==> src/rtl/fmul_booth_iter_if.sv <==
// Operand/result bus for fmul_booth_iter.
// Both channels use valid/ready: a transfer happens on a rising clk edge
// where valid and ready are both 1. The producer holds its payload and
// valid stable until that edge. Ready may be raised without valid.
interface fmul_booth_iter_if #(
  parameter int EXP_W = 8,
  parameter int MAN_W = 23
);
  logic                     in_valid;
  logic                     in_ready;
  logic [EXP_W+MAN_W:0]     a_in;
  logic [EXP_W+MAN_W:0]     b_in;
  logic                     out_valid;
  logic                     out_ready;
  logic                     sign_out;
  logic [EXP_W+1:0]         exp_out;
  logic [2*MAN_W+1:0]       prod_out;

  // Upstream/downstream side (drives operands, accepts results)
  modport master (
    output in_valid, a_in, b_in, out_ready,
    input  in_ready, out_valid, sign_out, exp_out, prod_out
  );

  // Multiplier side
  modport slave (
    input  in_valid, a_in, b_in, out_ready,
    output in_ready, out_valid, sign_out, exp_out, prod_out
  );
endinterface

==> src/rtl/fmul_booth_iter.sv <==
// Iterative radix-4 Booth floating-point mantissa multiplier.
// Forms sign and biased exponent at accept, then retires one Booth digit
// per clock into a shared accumulator and presents the unnormalised
// product. Optional macro FMUL_ZERO_BYPASS_EN: operands with a zero
// exponent field skip the digit loop and return a zero product.
module fmul_booth_iter #(
  parameter int EXP_W = 8,
  parameter int MAN_W = 23,
  parameter int BIAS  = 127
) (
  input  logic                  clk,
  input  logic                  rst,
  fmul_booth_iter_if.slave      bus,
  output logic [1:0]            dbg_state,
  output logic [1:0]            dbg_acc_hi
);

  localparam int M      = MAN_W + 1;
  localparam int N_DIG  = (MAN_W + 3) / 2;
  localparam int ACC_W  = 2 * M + 2;
  localparam int MULT_W = 2 * N_DIG + 1;
  localparam int OP_W   = EXP_W + MAN_W + 1;
  localparam int CNT_W  = $clog2(N_DIG + 1);

  localparam logic [CNT_W-1:0] CNT_LAST = N_DIG[CNT_W-1:0];
  localparam logic [EXP_W+1:0] BIAS_V   = BIAS[EXP_W+1:0];

  typedef enum logic [1:0] {
    IDLE = 2'd0,
    BUSY = 2'd1,
    DONE = 2'd2
  } state_t;

  state_t             state_q, state_d;
  logic [ACC_W-1:0]   acc_q;
  logic [ACC_W-1:0]   mcand_q;   // multiplicand, pre-shifted by 2k
  logic [MULT_W-1:0]  mult_q;    // multiplier, digit k sits in [2:0]
  logic [CNT_W-1:0]   cnt_q;
  logic               sign_r;
  logic [EXP_W+1:0]   exp_r;
  logic [ACC_W-1:0]   pp;
  logic [EXP_W+1:0]   exp_sum;
  logic               accept;

  wire [EXP_W-1:0] exp_a = bus.a_in[OP_W-2 -: EXP_W];
  wire [EXP_W-1:0] exp_b = bus.b_in[OP_W-2 -: EXP_W];
  wire [MAN_W-1:0] man_a = bus.a_in[MAN_W-1:0];
  wire [MAN_W-1:0] man_b = bus.b_in[MAN_W-1:0];

`ifdef FMUL_ZERO_BYPASS_EN
  wire zero_op = (exp_a == '0) || (exp_b == '0);
`endif

  assign accept  = bus.in_valid && (state_q == IDLE);
  assign exp_sum = {2'b00, exp_a} + {2'b00, exp_b} - BIAS_V;

  // State register
  always_ff @(posedge clk) begin
    if (rst) state_q <= IDLE;
    else     state_q <= state_d;
  end

  // Next-state logic; BUSY spends one extra cycle at CNT_LAST before DONE
  always_comb begin
    state_d = state_q;
    case (state_q)
      IDLE:    if (bus.in_valid) state_d = BUSY;
      BUSY:    if (cnt_q == CNT_LAST) state_d = DONE;
      DONE:    if (bus.out_ready) state_d = IDLE;
      default: state_d = IDLE;
    endcase
  end

  // Booth digit decode of multiplier bits [2k+2:2k]
  always_comb begin
    pp = '0;
    case (mult_q[2:0])
      3'b001, 3'b010: pp = mcand_q;
      3'b011:         pp = mcand_q << 1;
      3'b100:         pp = -(mcand_q << 1);
      3'b101, 3'b110: pp = -mcand_q;
      default:        pp = '0;
    endcase
  end

  // Operand capture and digit accumulation
  always_ff @(posedge clk) begin
    if (rst) begin
      acc_q   <= '0;
      mcand_q <= '0;
      mult_q  <= '0;
      cnt_q   <= '0;
      sign_r  <= 1'b0;
      exp_r   <= '0;
    end else if (accept) begin
      acc_q   <= '0;
      mcand_q <= {{(ACC_W-M){1'b0}}, 1'b1, man_a};
      mult_q  <= {{(MULT_W-M-1){1'b0}}, 1'b1, man_b, 1'b0};
      sign_r  <= bus.a_in[OP_W-1] ^ bus.b_in[OP_W-1];
`ifdef FMUL_ZERO_BYPASS_EN
      // A zero operand jumps straight to the finalize cycle with a zero product
      cnt_q   <= zero_op ? CNT_LAST : '0;
      exp_r   <= zero_op ? '0 : exp_sum;
`else
      cnt_q   <= '0;
      exp_r   <= exp_sum;
`endif
    end else if (state_q == BUSY && cnt_q != CNT_LAST) begin
      acc_q   <= acc_q + pp;
      mcand_q <= mcand_q << 2;
      mult_q  <= mult_q >> 2;
      cnt_q   <= cnt_q + 1'b1;
    end
  end

  assign bus.in_ready  = (state_q == IDLE);
  assign bus.out_valid = (state_q == DONE);
  assign bus.sign_out  = sign_r;
  assign bus.exp_out   = exp_r;
  assign bus.prod_out  = acc_q[2*M-1:0];
  assign dbg_state     = state_q;
  assign dbg_acc_hi    = acc_q[ACC_W-1 -: 2];

endmodule
==> src/flat_wrapper.sv <==
// flat-port wrapper written by rule: the top's interface ports become plain ports
module fmul_booth_iter_flat 
#(
  parameter int EXP_W = 8,
  parameter int MAN_W = 23,
  parameter int BIAS  = 127
)
  (clk, rst, dbg_state, dbg_acc_hi, bus_in_valid, bus_a_in, bus_b_in, bus_out_ready, bus_in_ready, bus_out_valid, bus_sign_out, bus_exp_out, bus_prod_out);
  fmul_booth_iter_if #(.EXP_W(EXP_W), .MAN_W(MAN_W)) bus_i ();
  input  logic clk;
  input  logic rst;
  output logic [1:0] dbg_state;
  output logic [1:0] dbg_acc_hi;
  input wire logic [$bits(bus_i.in_valid)-1:0] bus_in_valid;
  input wire logic [$bits(bus_i.a_in)-1:0] bus_a_in;
  input wire logic [$bits(bus_i.b_in)-1:0] bus_b_in;
  input wire logic [$bits(bus_i.out_ready)-1:0] bus_out_ready;
  output wire logic [$bits(bus_i.in_ready)-1:0] bus_in_ready;
  output wire logic [$bits(bus_i.out_valid)-1:0] bus_out_valid;
  output wire logic [$bits(bus_i.sign_out)-1:0] bus_sign_out;
  output wire logic [$bits(bus_i.exp_out)-1:0] bus_exp_out;
  output wire logic [$bits(bus_i.prod_out)-1:0] bus_prod_out;
  assign bus_i.in_valid = bus_in_valid;
  assign bus_i.a_in = bus_a_in;
  assign bus_i.b_in = bus_b_in;
  assign bus_i.out_ready = bus_out_ready;
  assign bus_in_ready = bus_i.in_ready;
  assign bus_out_valid = bus_i.out_valid;
  assign bus_sign_out = bus_i.sign_out;
  assign bus_exp_out = bus_i.exp_out;
  assign bus_prod_out = bus_i.prod_out;
  fmul_booth_iter #(.EXP_W(EXP_W), .MAN_W(MAN_W), .BIAS(BIAS)) u_core (.clk(clk), .rst(rst), .bus(bus_i), .dbg_state(dbg_state), .dbg_acc_hi(dbg_acc_hi));
endmodule
==> config.mk <==
export PLATFORM = sky130hd
export DESIGN_NAME = fmul_booth_iter_flat
export DESIGN_NICKNAME = d
export VERILOG_FILES = /design/src/rtl/fmul_booth_iter_if.sv /design/src/rtl/fmul_booth_iter.sv /design/src/flat_wrapper.sv
export SDC_FILE = /design/constraint.sdc
export NUM_CORES = 1
export LEC_CHECK = 0
export BUFFER_PORTS_ARGS = -buffer_cell sky130_fd_sc_hd__buf_2
export CORE_UTILIZATION = 52
export CTS_CLUSTER_DIAMETER = 60
export DETAILED_ROUTE_END_ITERATION = 7
export GPL_TIMING_DRIVEN = 0
export HOLD_SLACK_MARGIN = 0.03
export PLACE_DENSITY = 0.72
export SYNTH_ARGS = -nofsm -noshare
export SYNTH_HDL_FRONTEND = slang
export SYNTH_SLANG_ARGS = --single-unit
==> constraint.sdc <==
create_clock -name clk -period 14 [get_ports clk]
set_clock_uncertainty 0.1 [all_clocks]
set_input_delay 4.2 -clock clk [delete_from_list [all_inputs] [get_ports clk]]
set_output_delay 4.2 -clock clk [all_outputs]
set_load 0.05 [all_outputs]
## Yosys cells after proc, flatten, opt, wreduce, memory -nomap -nowiden

Index checks and enable logic that the tools add are counted.

- Register bits: 142
- Input port bits: 68
- Word-level logic and storage cells: 46

- Bitwise operators: 1
- Reductions and logical operators: 8
- Muxes and demuxes: 9
- Equal/unequal tests: 13
- Add/sub/neg operators: 6

Operator list:

| kind | count |
|---|---|
| $pmux W50 S4 | 1 |
| $neg A50 Y50 | 2 |
| $add A50 B50 Y50 | 1 |
| $mux W25 | 2 |
| $mux W24 | 2 |
| $sub A10 B7 Y10 const B | 1 |
| $add A8 B8 Y9 | 1 |
| $eq A3 B3 Y1 const B | 3 |
| $eq A3 B2 Y1 const B | 2 |
| $mux W2 | 3 |
| $pmux W2 S3 | 1 |
| $reduce_or A2 Y1 | 3 |
| $add A4 B1 Y4 const B | 1 |
| $eq A4 B4 Y1 const B | 1 |
| $ne A2 B2 Y1 const B | 2 |
| $ne A4 B4 Y1 const B | 1 |
| $eq A3 B1 Y1 const B | 1 |
| $reduce_and A3 Y1 | 1 |
| $eq A2 B1 Y1 const B | 1 |
| $eq A2 B2 Y1 const B | 1 |
| $logic_and A1 B1 Y1 | 2 |
| $logic_not A2 Y1 | 1 |
| $ne A2 B1 Y1 const B | 1 |
| $reduce_bool A2 Y1 | 1 |
| $xor A1 B1 Y1 | 1 |

## Depth between registers and ports, before layout

Gate-level depths: netlist of the first run.

- Depth after elaboration: 4
- Mapped depth: 21
- Depth with buffers taken out: 20

## Worst setup path after synthesis of the first run

OpenSTA, ideal clock, no wires.

- Path type: input to register
- From: in bus_b_in[23]
- To: reg u_core.exp_r[7], in the netlist u_core.bus.exp_out[7]
- Library setup time: 132 ps
- Arrival time: 5971 ps
- Required time: 13768 ps
- Slack: 7797 ps
- Stages: 12
- Cell sequence: ha_1 -> fa_1 -> a21oi_1 -> nor2_1 -> nor2_1 -> o21bai_1 -> a21oi_1 -> xnor2_1 -> nand3_1 -> xor2_1 -> nand2_1 -> a21oi_1

- Cells in the longest elaborated chain, start to end: 2

RTL lines:

| what | RTL line | text |
|---|---|---|
| from (decl) | flat_wrapper.sv:16 | `input wire logic [$bits(bus_i.b_in)-1:0] bus_b_in;` |
| $add A8 B8 Y9 | fmul_booth_iter.sv:55 | `assign exp_sum = {2'b00, exp_a} + {2'b00, exp_b} - BIAS_V;` |
| $sub A10 B7 Y10 | fmul_booth_iter.sv:55 |  |
| to (signal assigned) | fmul_booth_iter.sv:106 | `exp_r <= exp_sum;` |
| to (decl) | fmul_booth_iter.sv:40 | `logic [EXP_W+1:0] exp_r;` |

Every way passes these cells.
A chain may end at the register's enable or synchronous reset.

## Worst setup path in the final report of the first run

- From: reg u_core.mcand_q[2]
- To: reg u_core.acc_q[43]

- Cells in the longest elaborated chain, start to end: 3
- Elaborated cells between the ends (all ways): 4
- Classes of those cells: add/sub (3); mux (1)

RTL lines:

| what | RTL line | text |
|---|---|---|
| from (decl) | fmul_booth_iter.sv:36 | `logic [ACC_W-1:0] mcand_q;` |
| from (signal assigned) | fmul_booth_iter.sv:97 | `mcand_q <= {{(ACC_W-M){1'b0}}, 1'b1, man_a};` |
| from (signal assigned) | fmul_booth_iter.sv:110 | `mcand_q <= mcand_q << 2;` |
| $neg A50 Y50, on equally long branches | fmul_booth_iter.sv:81, fmul_booth_iter.sv:80 |  |
| $pmux W50 S4 * | fmul_booth_iter.sv:77 | `case (mult_q[2:0])` |
| $add A50 B50 Y50 * | fmul_booth_iter.sv:109 | `acc_q <= acc_q + pp;` |
| to (signal assigned) | fmul_booth_iter.sv:109 |  |
| to (decl) | fmul_booth_iter.sv:35 | `logic [ACC_W-1:0] acc_q;` |

Every way passes the cells marked *; elsewhere a longest branch is shown, timed or not.

==> results of run 1 <==
-- worst max-delay path by stage --
stage | end | from
global placement | u_core.bus.exp_out[7]$_SDFFE_PP0P_ | bus_b_in[23]
detailed placement | u_core.bus.exp_out[7]$_SDFFE_PP0P_ | bus_b_in[23]
CTS | u_core.acc_q[43]$_SDFFE_PP0P_ | u_core.mcand_q[2]$_SDFFE_PP0P_
floorplan | u_core.bus.exp_out[7]$_SDFFE_PP0P_ | bus_b_in[23]
global route | u_core.acc_q[46]$_SDFFE_PP0P_ | u_core.mcand_q[13]$_SDFFE_PP0P_
finish | u_core.acc_q[43]$_SDFFE_PP0P_ | u_core.mcand_q[2]$_SDFFE_PP0P_
-- where the power goes --
part	internal, mW	switching (mW)
clock network	0.255	0.225
logic	0.120	0.274
registers	0.426	0.0142
total	0.802	0.513
-- Yosys cell counts, types with 3 or more instances --
cell | number | area, um^2
a211oi_1 | 18 | 135
a21o_1 | 34 | 255
a21oi_1 | 152 | 761
a221o_1 | 5 | 50.1
a221oi_1 | 14 | 123
a22oi_1 | 22 | 165
a311oi_1 | 46 | 403
a31oi_1 | 21 | 131
and2_1 | 11 | 68.8
and3_1 | 6 | 37.5
buf_1 | 12 | 45.0
clkbuf_1 | 123 | 462
dfxtp_1 | 142 | 2840
ha_1 | 61 | 763
inv_1 | 23 | 86.3
mux2i_1 | 18 | 180
nand2_1 | 337 | 1260
nand2b_1 | 16 | 100
nand3_1 | 28 | 140
nand3b_1 | 4 | 30.0
nand4_1 | 18 | 113
nor2_1 | 143 | 537
nor2b_1 | 11 | 68.8
nor3_1 | 27 | 135
nor4_1 | 5 | 31.3
o2111ai_1 | 5 | 43.8
o211ai_1 | 4 | 30.0
o21a_1 | 5 | 37.5
o21ai_0 | 93 | 465
o21ai_1 | 6 | 30.0
o21bai_1 | 6 | 45.0
o221ai_1 | 6 | 52.6
or2_2 | 3 | 18.8
or3_1 | 19 | 119
or4_1 | 7 | 52.6
xnor2_1 | 50 | 438
xor2_1 | 68 | 596
-- critical path: cells and delay by family (launching register included) --
| family | cells | cell delay, ns |
|---|---|---|
| and+or+nand+nor | 9 | 2.93 |
| AOI/OAI and AO/OA | 6 | 1.98 |
| buffers and inverters | 2 | 0.45 |
| DFF | 1 | 0.30 |
| adders and majority gates | 1 | 0.22 |
| muxes | 1 | 0.21 |
| xor gates and xnor gates | 1 | 0.07 |
-- flip-flops by register name, summed over array words and instances (netlist names) --
register / flops
u_core.dbg_state: 2
u_core.bus.sign_out: 1
u_core.bus.exp_out: 10
u_core.acc_q: 50
u_core.mult_q: 25
u_core.mcand_q: 50
u_core.cnt_q: 4
-- cell type report --
cell class                      instances  area [um^2]
Buffer                                138          534
Clock buffer                           17          425
Clock inverter                         15          175
Fill cell                            2019         8290
Inverter                               24         90.1
Multi-Input combinational cell       1295         7670
Sequential cell                       142         2840
Tap cell                              275          344
Timing Repair Buffer                  131          656
-- routing by layer --
metal / up-vias / wire length [um]
li1: 5929 / -
met1: 5709 / 16600
met2: 591 / 16700
met3: 83 / 3100
met4: 0 / 1600
met5: - / 0
-- kinds of logic (layout without fill, tap and decap cells) --
| kind of cell | count (synthesis) | after routing | share of synthesized area [%] |
|---|---|---|---|
| adders and majority gates | 63 | 63 | 7.21 |
| buffers and inverters | 162 | 325 | 5.61 |
| AOI/OAI and AO/OA | 454 | 454 | 25.8 |
| xor gates and xnor gates | 118 | 118 | 9.28 |
| DFF | 142 | 142 | 25.5 |
| muxes | 18 | 18 | 1.62 |
| and+or+nand+nor | 642 | 642 | 25.0 |
-- layout by cell type, fill, tap and decap left out, types with 6 or more instances in the layout --
cell type | netlist | routed
ha_1 | 61 | 61
a311oi_1 | 46 | 46
a21o_1 | 34 | 34
nor2_1 | 143 | 143
nand2_1 | 337 | 337
nand2b_1 | 16 | 16
xnor2_1 | 50 | 50
o21bai_1 | 6 | 6
buf_1 | 12 | 12
nand4_1 | 18 | 18
clkbuf_16 | 0 | 17
nor3_1 | 27 | 27
or4_1 | 7 | 7
a31oi_1 | 21 | 21
dfxtp_1 | 142 | 142
o221ai_1 | 6 | 6
a211oi_1 | 18 | 18
nor2b_1 | 11 | 11
inv_1 | 23 | 23
nand3_1 | 28 | 28
o21ai_0 | 93 | 93
or3_1 | 19 | 19
a21oi_1 | 152 | 152
a22oi_1 | 22 | 22
xor2_1 | 68 | 68
o21ai_1 | 6 | 6
a221oi_1 | 14 | 14
clkbuf_1 | 123 | 123
and3_1 | 6 | 6
and2_1 | 11 | 11
mux2i_1 | 18 | 18
buf_2 | 1 | 132
-- per-stage QoR --
step	util [%]	worst slack (ns)	hold WS, ns	cells	cell area (um^2)
floorplan	-	7.80	0.348	1599	11100
global placement	57.7	7.47	0.343	2005	12100
detailed placement	57.7	7.44	0.347	2005	12100
CTS	60.6	7.78	0.358	2037	12700
global route	60.6	7.22	0.379	2037	12700
finish	60.6	7.62	0.363	2037	12700
==> impl_metrics.toml, run 1 <==
[clock_network]
postCtsSetupBuffers = 0
h-tree-depth = 4
clkTransAtPathRegs_ns = 0.07
cts_hold_buf = 0
cts_tree = "built"
postCtsResizedCells = 0
clk_latency_ns = 0.45
cts_buffers = 17
cts.sinks = 142
cts_buffer_depth = 2
cts-root-buf = "clkbuf_16"

[worst_hold_path]
holdCritStartpoint = "u_core.bus.exp_out[9]$_SDFFE_PP0P_"
min_path_type = "reg -> reg"
hold_depth = 2
hold-path-endpoint = "u_core.bus.exp_out[9]$_SDFFE_PP0P_"

[global_routing]
grt_util_all_layers_pct = 34.6
antenna_found_initial = 0
grtUsageMet3_pct = 5.86
met1_usage_pct = 46.3
grt_busiest_layer = "met2"
grt_max_degree = 17
grt_first_pass_wirelength_um = 59200
gr-total-overflow = 0
use_met2_pct = 53.7
grt_pass1_vias = 11008

[yosys]
synth_warnings = 0
avgSynthCellArea_um2 = 6.96
yosysSeqAreaShare_pct = 25.5
synth_flop_cell = "dfxtp_1"
synth_cells = 1599
ys_types = 58
synth_edf_count = 0
syn_nets = 1730
ys_ff_latch = 142
async_flop_share_pct = 0
netlist_area_mm2 = 0.0111

[floorplanning]
die_width_um = 148
fp.dieH_um = 148
start_util_pct = 53.0
core_mm2 = 0.0210
dieArea_mm2 = 0.0220
rows = 53
ios = 133

[power]
power_density_mw_per_mm2 = 103
peakVddDrop_mv = 0.0993
leakagePower_nw = 5.23
total_power_mw = 1.32

[timing]
fin_crit_ns = 6.38
slew_violations = 0
rsz0062_at_grt = "no"
setup_violations = 0
fmax_ghz = 0.157
worst_pin_slew_ns = 1.09
timing.slew.headroom_pct = 27.0
finalSetupTns_ns = 0
finalCritPeriodShare_pct = 45.6
hold_violations = 0

[worst_setup_path]
cp-end-kind = "flip-flop"
r2r.worst_path.cells = 20
critPathKind = "reg -> reg"
critPathLaunchType = "flip-flop"
cp.arrival_ns = 6.60
critical-path-max-stage-delay_ns = 0.58
cp_max_fo = 9
crit_chain = "clkbuf_1 > nor4_1 > nand3_1 > or3_1 > or3_1 > nand2_1 > xor2_1 > o21ai_0 > ha_1 > clkbuf_1 > nand2_1 > or4_1 > a211o_1 > a21boi_1 > o21ai_1 > a211oi_1 > o21ai_0 > nor3_1 > mux2i_1 > nand2_1"
critPathSlowestCell = "nor4_1"
cpMostUsedCell = "nand2_1"
cp.required_ns = 14.22
r2r-start = "u_core.mcand_q[2]$_SDFFE_PP0P_"
reg2reg_slack_ns = 7.62
r2r_end = "u_core.acc_q[43]$_SDFFE_PP0P_"

[route]
vias = 12312
avgRoutedWirePerCell_um = 18.6
antenna_left = 0
drt_iter0_drc = 1149
drc_errors = 0
via_per_inst = 6.04
drt_wl_total_um = 37900
first_pass_iters = 6

[place]
portBuffers = 131
dpl.hpwl_um = 28400
place_congestion = 1.01

[final_layout]
n_antenna_cell = 0
drive_above_1_share_pct = 9.82
finish.net_count = 1880
synthToLayoutAreaGrowth_pct = 14.4

[outcome]
status = "finished, final reports clean"

[run]
cap_violations = 0
(Power assumes the default switching activity.)
==> inputs of run 2 (changes only) <==
--- a/config.mk
+++ b/config.mk
@@ -11,7 +11,7 @@
 export DETAILED_ROUTE_END_ITERATION = 7
 export GPL_TIMING_DRIVEN = 0
 export HOLD_SLACK_MARGIN = 0.03
-export PLACE_DENSITY = 0.72
+export PLACE_DENSITY = 0.75
 export SYNTH_ARGS = -nofsm -noshare
 export SYNTH_HDL_FRONTEND = slang
 export SYNTH_SLANG_ARGS = --single-unit
==> constraint.sdc (replaced) <==
create_clock -name clk -period 5.2 [get_ports clk]
set_clock_uncertainty 0.1 [all_clocks]
set_input_delay 1.56 -clock clk [delete_from_list [all_inputs] [get_ports clk]]
set_output_delay 1.56 -clock clk [all_outputs]
set_load 0.05 [all_outputs]
==> impl_metrics.toml, run 2 (synthesized netlist as in run 1, its figures left out) <==
[route]
vias = 12434
drt_iter0_drc = 1477
drc_errors = 0
first_pass_iters = 6
drt_wl_total_um = 38600
avgRoutedWirePerCell_um = 18.9
antenna_left = 0
via_per_inst = 6.11

[timing]
finalWorstSetupSlack_ns = 0.0660
fin_crit_ns = 5.13
holdWs_ns = 0.362
slew_violations = 0
worst_pin_slew_ns = 0.849
rsz0062_at_grt = "yes"
setup_violations = 0
timing.slew.headroom_pct = 43.4
finalCritPeriodShare_pct = 98.7
fmax_ghz = 0.195
hold_violations = 0
finalSetupTns_ns = 0

[worst_setup_path]
cp.arrival_ns = 5.40
r2r_end = "u_core.acc_q[37]$_SDFFE_PP0P_"
worst-path-stages = 19
crit_path_end = "u_core.acc_q[37]$_SDFFE_PP0P_"
crit_family = "simple AND/OR/NAND/NOR gates"
critPathSlowestCell = "or4_1"
crit_chain = "clkbuf_1 > or4_1 > or4_1 > or3_1 > buf_6 > or3_1 > nand2_1 > xnor2_1 > a221oi_1 > a31oi_1 > ha_1 > and3_2 > and3_1 > a21o_1 > a211oi_1 > o21ai_1 > xor2_1 > nand2_1 > a21oi_1"
crit_buf_inv = 2
critPathKind = "reg -> reg"
r2r-start = "u_core.mcand_q[21]$_SDFFE_PP0P_"
cp.required_ns = 5.47
r2r.worst_path.cells = 19
cp-end-kind = "flip-flop"
reg2reg_slack_ns = 0.07
startpoint = "u_core.mcand_q[21]$_SDFFE_PP0P_"
critPathLaunchType = "flip-flop"
cp_max_fo = 9
critical-path-max-stage-delay_ns = 0.58

[global_routing]
gr-total-overflow = 0
grt_pass1_vias = 11040
antenna_found_initial = 0
grt_first_pass_wirelength_um = 59100
grt_max_degree = 17
grt_util_all_layers_pct = 34.3

[floorplanning]
die_width_um = 148
ios = 133
start_util_pct = 53.0
rows = 53
core_mm2 = 0.0210
fp.dieH_um = 148
dieArea_mm2 = 0.0220

[power]
leakagePower_nw = 5.42
power_density_mw_per_mm2 = 272
total_power_mw = 3.59
peakVddDrop_mv = 0.240

[clock_network]
cts.sinks = 142
cts-root-buf = "clkbuf_16"
clk_latency_ns = 0.44
clkTransAtPathRegs_ns = 0.07
cts_buffers = 17
cts_buffer_depth = 2
cts_tree = "built"
h-tree-depth = 4

[place]
portBuffers = 131
dpl.hpwl_um = 28400
place_ws_ns = -0.975
place_congestion = 0.971
placed_area_mm2 = 0.0121

[outcome]
status = "finished, final reports clean"

[final_layout]
top_regs = "u_core.acc_q: 50 flops, u_core.mcand_q: 50 flops, u_core.mult_q: 25 flops"
seqCellArea_mm2 = 0.00285
synthToLayoutAreaGrowth_pct = 18.5
multiInputGateArea_mm2 = 0.00804
finish.net_count = 1878
layout_commonest_cell = "nand2_1"
drive_above_1_share_pct = 15.4
n_antenna_cell = 0
n_fill_cell = 1975
final_area_mm2 = 0.0132
final_cell_mix = "337 x nand2_1, 148 x a21oi_1, 139 x dfxtp_1"

[run]
cap_violations = 0

[worst_hold_path]
min_path_type = "reg -> reg"
## run 2: worst reg2reg max path: stages (launching register included)
cell and delay, ns:
dfxtp_1 0.30, clkbuf_1 0.26, or4_1 0.58, or4_1 0.44
or3_1 0.34, buf_6 0.16, or3_1 0.36, nand2_1 0.10
xnor2_1 0.14, a221oi_1 0.12, a31oi_1 0.35, ha_1 0.36
and3_2 0.28, and3_1 0.20, a21o_1 0.18, a211oi_1 0.27
o21ai_1 0.14, xor2_1 0.16, nand2_1 0.08, a21oi_1 0.16
## run 2: timing repair
action,in CTS,in global routing
gates resized for setup,36,80
pin swaps,5,21
hold buffers,0,0
setup buffers,9,13
endpoints found under the setup margin,26,17
endpoints found under the hold margin,0,0
## run 2: cell type report
cell class / count / area share, %
sequential: 142 / 21.6
clock inverter: 14 / 1.12
inverter: 24 / 0.683
clock buffer: 18 / 3.33
timing repair buffer: 153 / 6.22
buffer: 114 / 3.50
tap: 275 / 2.61
multi-input combinational: 1295 / 61.0
## run 2: power by group
group	switching (mW)	internal, mW
Clock	0.578	0.690
Sequential	0.0631	1.15
Combinational	0.742	0.370
Total	1.38	2.21
## run 2: how the worst min path moves through the flow
stage | slack (ns) | end | start | cells past startpoint
2_1_floorplan | 0.35 | u_core.mult_q[23]$_SDFFE_PP0P_ | u_core.mult_q[23]$_SDFFE_PP0P_ | 2
3_3_place_gp | 0.34 | u_core.bus.exp_out[1]$_SDFFE_PP0P_ | u_core.bus.exp_out[1]$_SDFFE_PP0P_ | 2
3_5_place_dp | 0.35 | u_core.bus.exp_out[7]$_SDFFE_PP0P_ | u_core.bus.exp_out[7]$_SDFFE_PP0P_ | 2
4_1_cts | 0.36 | u_core.bus.exp_out[7]$_SDFFE_PP0P_ | u_core.bus.exp_out[7]$_SDFFE_PP0P_ | 2
5_1_grt | 0.38 | u_core.bus.exp_out[7]$_SDFFE_PP0P_ | u_core.bus.exp_out[7]$_SDFFE_PP0P_ | 2
6_report | 0.36 | u_core.bus.exp_out[8]$_SDFFE_PP0P_ | u_core.bus.exp_out[8]$_SDFFE_PP0P_ | 2
## run 2: stage by stage
stage / instances / util (%)
floorplan: 1599 / -
global placement: 2005 / 57.7
detailed placement: 2005 / 57.7
CTS: 2033 / 61.2
global route: 2035 / 62.8
finish: 2035 / 62.8
## run 2: layer usage
| layer | GRT usage [%] | vias up | share of wire, % |
|---|---|---|---|
| li1 | - | 5925 | - |
| met1 | 44.6 | 5759 | 41 |
| met2 | 53.5 | 645 | 44 |
| met3 | 6.07 | 105 | 9.2 |
| met4 | 19.7 | 0 | 5.5 |
| met5 | 0 | - | 0 |
